[config.mk]
export PLATFORM = sky130hd
export DESIGN_NAME = mem_bank_responder
export DESIGN_NICKNAME = d
export VERILOG_FILES = /design/src/rtl/mem_bank_responder.sv
export SDC_FILE = /design/constraint.sdc
export NUM_CORES = 2
export LEC_CHECK = 0
export ABC_CLOCK_PERIOD_IN_PS = 13350
export CORE_UTILIZATION = 49
export DETAILED_ROUTE_END_ITERATION = 8
export PLACE_DENSITY = 0.62
export SLEW_MARGIN = 20
export SYNTH_ARGS = -nofsm -noshare
export SYNTH_HDL_FRONTEND = slang
export SYNTH_SLANG_ARGS = --single-unit
[constraint.sdc]
create_clock -name CLK100MHZ -period 13.35 [get_ports CLK100MHZ]
set_clock_uncertainty 0.15 [all_clocks]
set_input_delay 2.0025 -clock CLK100MHZ [delete_from_list [all_inputs] [get_ports CLK100MHZ]]
set_output_delay 2.0025 -clock CLK100MHZ [all_outputs]
set_load 0.01 [all_outputs]
[src/rtl/mem_bank_responder.sv]
// mem_bank_responder
// Memory-side responder for the controller's memory-bank port. Holds a
// 2^ADDR_W x DATA_W synchronous RAM serving instruction fetches (pc_addr)
// and data accesses (mb_addr). Level-held controller strobes are
// edge-detected so every request executes exactly once, after WAIT_CYCLES
// wait states, with a one-cycle mb_ack pulse and a mb_busy flag.
//
// Optional feature macro: MB_WRITE_PROTECT_EN
//   defined   : writes whose latched address is below PROT_LIMIT are rejected
//               (no store, mb_err pulses with mb_ack).
//   undefined : every address is writable; mb_err only flags a request that
//               raised mb_read and mb_write together.

module mem_bank_responder #(
   parameter int                DATA_W      = 16,
   parameter int                ADDR_W      = 8,
   parameter int                WAIT_CYCLES = 2,
   parameter logic [ADDR_W-1:0] PROT_LIMIT  = ADDR_W'(8'h40)
) (
   input  logic              CLK100MHZ,
   input  logic              RST,
   input  logic              mb_sel,
   input  logic [ADDR_W-1:0] pc_addr,
   input  logic [ADDR_W-1:0] mb_addr,
   input  logic              mb_read,
   input  logic              mb_write,
   input  logic [DATA_W-1:0] mb_wdata,
   output logic [DATA_W-1:0] mb_rdata,
   output logic              mb_ack,
   output logic              mb_busy,
   output logic              mb_err
);

   localparam int DEPTH = 1 << ADDR_W;

`ifdef MB_WRITE_PROTECT_EN
   localparam bit PROT_EN = 1'b1;
`else
   localparam bit PROT_EN = 1'b0;
`endif

   // Sequencer states
   localparam logic [2:0] S_IDLE   = 3'd0;
   localparam logic [2:0] S_WAIT   = 3'd1;
   localparam logic [2:0] S_ACCESS = 3'd2;
   localparam logic [2:0] S_RESP   = 3'd3;
   localparam logic [2:0] S_HOLD   = 3'd4;

   logic [2:0]        state;
   logic [3:0]        wait_cnt;
   logic              strobe_q;     // previous value of (mb_read | mb_write)
   logic              armed;        // strobes seen low since reset
   logic              req_read;     // latched, already qualified by reject
   logic              req_write;
   logic              req_reject;
   logic [ADDR_W-1:0] req_addr;
   logic [DATA_W-1:0] req_wdata;

   // Contents start at zero and survive RST.
   logic [DATA_W-1:0] mem [DEPTH] = '{default: '0};

   logic              strobe_any;
   logic              req_edge;
   logic [ADDR_W-1:0] sel_addr;
   logic              reject_now;

   assign strobe_any = mb_read | mb_write;
   assign sel_addr   = mb_sel ? mb_addr : pc_addr;

   // A strobe still high when reset releases must drop before it counts
   // again, which the edge register alone (reset to 0) cannot guarantee.
   assign req_edge   = strobe_any & ~strobe_q & armed;

   // Simultaneous read/write is always rejected; protected stores only
   // when the protection build is selected.
   assign reject_now = (mb_read & mb_write)
                     | (PROT_EN & mb_write & ~mb_read & (sel_addr < PROT_LIMIT));

   // Request sequencer: edge capture, wait states, access, ack and hold.
   // NOTE: every register here is assigned with <= so that all of them
   // update from the same pre-edge values, exactly like the flops they model.
   always_ff @(posedge CLK100MHZ) begin
      if (RST) begin
         state      <= S_IDLE;
         wait_cnt   <= '0;
         strobe_q   <= 1'b0;
         armed      <= 1'b0;
         req_read   <= 1'b0;
         req_write  <= 1'b0;
         req_reject <= 1'b0;
         req_addr   <= '0;
         req_wdata  <= '0;
         mb_rdata   <= '0;
         mb_ack     <= 1'b0;
         mb_busy    <= 1'b0;
         mb_err     <= 1'b0;
      end else begin
         strobe_q <= strobe_any;
         if (!strobe_any) begin
            armed <= 1'b1;
         end
         mb_ack <= 1'b0;
         mb_err <= 1'b0;

         case (state)
            S_IDLE: begin
               if (req_edge) begin
                  req_read   <= mb_read & ~reject_now;
                  req_write  <= mb_write & ~reject_now;
                  req_reject <= reject_now;
                  req_addr   <= sel_addr;
                  req_wdata  <= mb_wdata;
                  mb_busy    <= 1'b1;
                  if (WAIT_CYCLES == 0) begin
                     state <= S_ACCESS;
                  end else begin
                     wait_cnt <= 4'(WAIT_CYCLES);
                     state    <= S_WAIT;
                  end
               end
            end

            S_WAIT: begin
               if (wait_cnt <= 4'd1) begin
                  state <= S_ACCESS;
               end else begin
                  wait_cnt <= wait_cnt - 4'd1;
               end
            end

            S_ACCESS: begin
               if (req_read) begin
                  mb_rdata <= mem[req_addr];
               end
               state <= S_RESP;
            end

            S_RESP: begin
               mb_ack <= 1'b1;
               mb_err <= req_reject;
               state  <= S_HOLD;
            end

            S_HOLD: begin
               if (!strobe_any) begin
                  mb_busy <= 1'b0;
                  state   <= S_IDLE;
               end
            end

            default: begin
               mb_busy <= 1'b0;
               state   <= S_IDLE;
            end
         endcase
      end
   end

   // RAM write port: commits at the end of the ACCESS cycle, independent
   // of RST so a store reaching ACCESS is never lost.
   // NOTE: the array has no reset branch; clearing it would turn the RAM
   // into thousands of resettable flops instead of a block memory.
   always_ff @(posedge CLK100MHZ) begin
      if (state == S_ACCESS && req_write) begin
         mem[req_addr] <= req_wdata;
      end
   end

endmodule

### Word-level counts from Yosys, hierarchy flattened

Memory sizes are Yosys's and may differ from the RTL's. A register that Yosys moved wholly into a read port is not among the register bits.
Index checks and enable logic that the tools add are counted.

* bits in registers: 39
* bits in writable memories: 4096
* bits of input ports: 37
* output and inout port bits: 19
* word-level logic and storage cells: 57
* memories kept: 1

* $add $sub $neg: 1
* magnitude comparators: 1
* eq/ne operators: 8
* muxes and demuxes: 14
* bitwise operators: 10
* reduce and logical (&&, ||, !) cells: 10

Memory list
* mem: words 256, width 16, rd ports 1, clocked after memory_dff 1, write ports 1, RTL line 60 `logic [DATA_W-1:0] mem [DEPTH] = '{default: '0};`

Operators with widths (number)
* $pmux 3 s5: 1
* $mux 3: 3
* $reduce_and 3->1: 3
* $mux 4: 2
* $mux 8: 1
* $ne 2x2->1 const B: 4
* $pmux 4 s2: 1
* $eq 3x2->1 const B: 2
* $and 1x1->1: 5
* $mux 1: 5
* $le 4x1->1 const B: 1
* $not 1->1: 4
* $reduce_and 2->1: 2
* $sub 4x1->4 const B: 1
* $eq 3x1->1 const B: 1
* $eq 3x3->1 const B: 1
* $logic_not 3->1: 1
* $pmux 1 s3: 1
* $reduce_or 3->1: 1
* $reduce_bool 2->1: 1
* $reduce_or 2->1: 1
* $logic_and 1x1->1: 1
* $or 1x1->1: 1

### Depth between registers and ports, before layout

* word-level depth: 5
* mapped depth: 13
* mapped depth without buffers: 7

### Least setup slack after synthesis

OpenSTA, ideal clock, no wires.

* kind: register to register
* from: reg req_wdata[0]
* to: mem mem[0][0] (data pin)
* setup time: 856 ps
* data arrival time: 3397 ps
* required time: 12344 ps
* path slack: 8947 ps
* stages on the path, launching flop included: 1
* path buffers: 0
* clock period less this slack: 4403 ps
* path through: dfxtp_1

RTL lines
* start: declaration: RTL line 57 `logic [DATA_W-1:0] req_wdata;`
* start signal: assignment: RTL line 112 `req_wdata <= mb_wdata;`
* end: declaration: RTL line 60

No word-level cell before the write port.

==> out/summary.md <==
### Power and ir drop
• **clock power share** 0.413
• **combinational power share** 0.065
• **Net Sw Frac** 0.226
• **IR Drop Worst-Case VDD** 0.165 mV
• **Int Pwr** 21.4 mW
• **Pleak** 54.8 nW
• **switching power of the nets** 6.23 mW
• **power density normalized to cell area** 153 nW/µm²
• **Seq pwr share** 0.521
• **power consumption** 27.6 mW

### Critical path
• **critical path launch point type** register
• **required time of the critical path** 14.03 ns
• **WS Path Type** reg -> reg
• **capturing element type of the critical path** register
• **critical-path maximum fanout** 50
• **endpoint arrival time on the critical path** 7.23 ns

### Route
• **drt first-iter violations** 12295
• **DR pass1 iterations** 6
• **per-cell via count in the routed design** 6.54
• **Antenna Violating Nets Remaining** 0
• **average wire per standard cell** 37.2 µm
• **total length of routed wires** 469000 µm
• **vias** 82309
• **number of remaining DRC errors** 0

### Finish
• **footprint of the multi-input gates** 33500 µm²
• **net count of the finished layout** 7944
• **area growth from synthesis to final layout** 12.6%
• **register area** 124000 µm²
• **fraction of final layout cells sized beyond drive strength 1** 0.253
• **Filler Cell Count** 24014

### Placed design
• **final weighted congestion in routability-driven placement** 0.902
• **DPL Wire Length** 287000 µm
• **count of buffers inserted at the top-level ports** 55

### Clock network
• **Resized Gates After CTS** 0
• **TritonCTS Buffers** 416
• **Max H-tree Level** 5
• **cts hold-fix bufs** 0
• **clock root buffer** sky130_fd_sc_hd__clkbuf_16
• **maximum buffer depth of the clock tree** 4
• **CTS clock-pin slew for the worst setup and hold paths** 0.07 ns
• **CTS tree** yes
• **Skew-Pair Late Insertion Delay** 1.00 ns
• **post-CTS setup buffer count** 0
• **clk sinks** 4151

### Logic synthesis
• **post-synthesis register bit count** 4151
• **cells taking the most area after synthesis** sky130_fd_sc_hd__edfxtp_1 (77%), sky130_fd_sc_hd__mux4_2 (13%), sky130_fd_sc_hd__mux2i_1 (1.8%)
• **Synth Cell Area** 160000 µm²
• **dominant cell type by area after synthesis** sky130_fd_sc_hd__edfxtp_1
• **Synth Warn #** 0
• **fraction of registers with async set/reset** 0
• **flip-flop cell with the highest count after synthesis** sky130_fd_sc_hd__edfxtp_1
• **Synth Net Count** 7496
• **Post-synth top cells** sky130_fd_sc_hd__edfxtp_1 (4096), sky130_fd_sc_hd__mux4_2 (908), sky130_fd_sc_hd__nor2_1 (379)
• **share of Yosys cell area claimed by the top area cell type** 0.768
• **number of distinct library cell variants in the gate-level netlist after synthesis** 88
• **part of the Yosys area used for sequential elements** 0.775
• **library cell with the highest instance count after synthesis** sky130_fd_sc_hd__edfxtp_1
• **Post-synth EDFFs** 4096
• **syn avg cell area** 21.5 µm²
• **number of standard cells after synthesis** 7457

### Run
• **MaxCap Viol Count** 0

### Global route
• **total grt overflow** 0
• **antenna violations before repair** 25
• **global-route wire length before repair** 649000 µm
• **largest net degree at the start of global routing** 116
• **total track usage** 0.284
• **via count of the first global-routing pass** 80420

### Timing
• **Final setup violation count** 0
• **ratio of final minimum period to clock period** 0.491
• **Hold Fails Final Rpt** 0
• **relative max-transition margin** 0.124
• **number of max-slew violations in the final report** 0
• **Peak Freq** 0.153 GHz
• **RSZ-0062 raised after global routing** false
• **clock period minus worst slack** 6.55 ns
• **slew at the pin with the worst max-slew slack** 1.31 ns
• **Total Neg Setup Slack** 0 ns

### Floorplan
• **Ports** 56
• **placeable core region** 325000 µm²
• **number of placement rows** 209
• **effective utilization at floorplan** 0.493
• **height of the die** 574 µm
• **width of the die** 574 µm
• **Total Die Area** 329000 µm²

### Status
• **status** completed

### Worst hold path
• **class of the worst hold path** reg -> reg

==> state kept, by name (all words and copies together) (netlist names) <==
name,count
req_write,1
mb_err,1
mem,4096
armed,1
req_wdata,16
mb_ack,1
req_reject,1
wait_cnt,4
mb_rdata,16
mb_busy,1
req_read,1
strobe_q,1
state,3
req_addr,8
==> layout make-up <==
cell class | instances | area share
multi-input cells | 2848 | 0.186
inverters | 9 | 0.000257
well taps | 4325 | 0.0300
flip-flops and latches | 4151 | 0.689
diodes | 14 | 0.000194
repair buffers | 479 | 0.0217
clock inverters | 253 | 0.0125
clock buffers | 515 | 0.0609
==> final timing paths <==
check,start,end,slack [ns],depth (start not counted)
min reg2reg,req_reject,req_reject,0.30,2
max reg2reg,req_addr[0],mb_rdata[6],6.80,10
max,req_addr[0],mb_rdata[6],6.80,10
min,req_reject,req_reject,0.30,2
==> metrics by stage <==
| step | hold WS, ns | util | cell area [µm²] | setup slack, ns | std cells |
|---|---|---|---|---|---|
| after floorplan | 0.277 | - | 160000 | 8.95 | 7457 |
| after global placement | 0.285 | 0.514 | 167000 | 6.47 | 11804 |
| after detailed placement | 0.291 | 0.514 | 167000 | 6.72 | 11810 |
| after CTS | 0.299 | 0.555 | 180000 | 6.68 | 12578 |
| after global routing | 0.333 | 0.555 | 180000 | 6.35 | 12585 |
| final | 0.301 | 0.556 | 180000 | 6.80 | 12594 |
==> power groups by stage <==
stage	Clock [mW]	Combinational (mW)	Sequential, mW
floorplan	0	1.03	14.7
global placement	0	1.77	14.6
detailed placement	0	1.79	14.7
CTS	11.5	1.80	14.4
global route	12.0	1.86	14.4
finish	11.4	1.81	14.4
==> per-layer routing <==
| metal | global-route usage | wire length (µm) |
|---|---|---|
| met5 | 0 | 120 |
| met4 | 0.125 | 23400 |
| met3 | 0.0612 | 51200 |
| met2 | 0.434 | 216000 |
| met1 | 0.395 | 178000 |
==> cell families after synthesis <==
| kind of cell | Yosys count | share of synthesized area |
|---|---|---|
| DFF | 4151 | 0.775 |
| muxes | 1246 | 0.151 |
| and+or+nand+nor | 914 | 0.0252 |
| AOI/OAI and AO/OA | 682 | 0.0304 |
| buffers and inverters | 458 | 0.0183 |
| xor gates and xnor gates | 4 | 0.000219 |
| adders and majority gates | 2 | 0.000156 |
==> critical path, cell delays in order (launching register included) <==
cell,delay [ns]
sky130_fd_sc_hd__dfxtp_4,0.83
sky130_fd_sc_hd__buf_4,0.68
sky130_fd_sc_hd__buf_4,0.73
sky130_fd_sc_hd__buf_4,0.78
sky130_fd_sc_hd__buf_4,0.90
sky130_fd_sc_hd__mux4_2,0.59
sky130_fd_sc_hd__and3_1,0.19
sky130_fd_sc_hd__a311oi_1,0.25
sky130_fd_sc_hd__a41oi_1,0.07
sky130_fd_sc_hd__nor4_1,0.86
sky130_fd_sc_hd__a31oi_1,0.17
==> layout by cell type, fill, tap and decap left out, types with 31 or more instances in the layout <==
| cell type | n |
|---|---|
| sky130_fd_sc_hd__bufinv_16 | 32 |
| sky130_fd_sc_hd__mux2i_1 | 295 |
| sky130_fd_sc_hd__o21ai_0 | 59 |
| sky130_fd_sc_hd__clkdlybuf4s50_1 | 54 |
| sky130_fd_sc_hd__buf_4 | 408 |
| sky130_fd_sc_hd__clkbuf_1 | 86 |
| sky130_fd_sc_hd__nor2_2 | 40 |
| sky130_fd_sc_hd__dfxtp_1 | 31 |
| sky130_fd_sc_hd__nand3_1 | 49 |
| sky130_fd_sc_hd__clkinv_1 | 99 |
| sky130_fd_sc_hd__a221oi_1 | 36 |
| sky130_fd_sc_hd__a32oi_1 | 54 |
| sky130_fd_sc_hd__nor2_1 | 327 |
| sky130_fd_sc_hd__mux4_2 | 908 |
| sky130_fd_sc_hd__nand2_1 | 298 |
| sky130_fd_sc_hd__nor3_1 | 41 |
| sky130_fd_sc_hd__edfxtp_1 | 4096 |
| sky130_fd_sc_hd__a21oi_1 | 100 |
| sky130_fd_sc_hd__a22oi_1 | 127 |
| sky130_fd_sc_hd__o22ai_1 | 91 |
| sky130_fd_sc_hd__clkinv_2 | 77 |
| sky130_fd_sc_hd__clkbuf_16 | 422 |
Power figures use the tool's default switching activity.
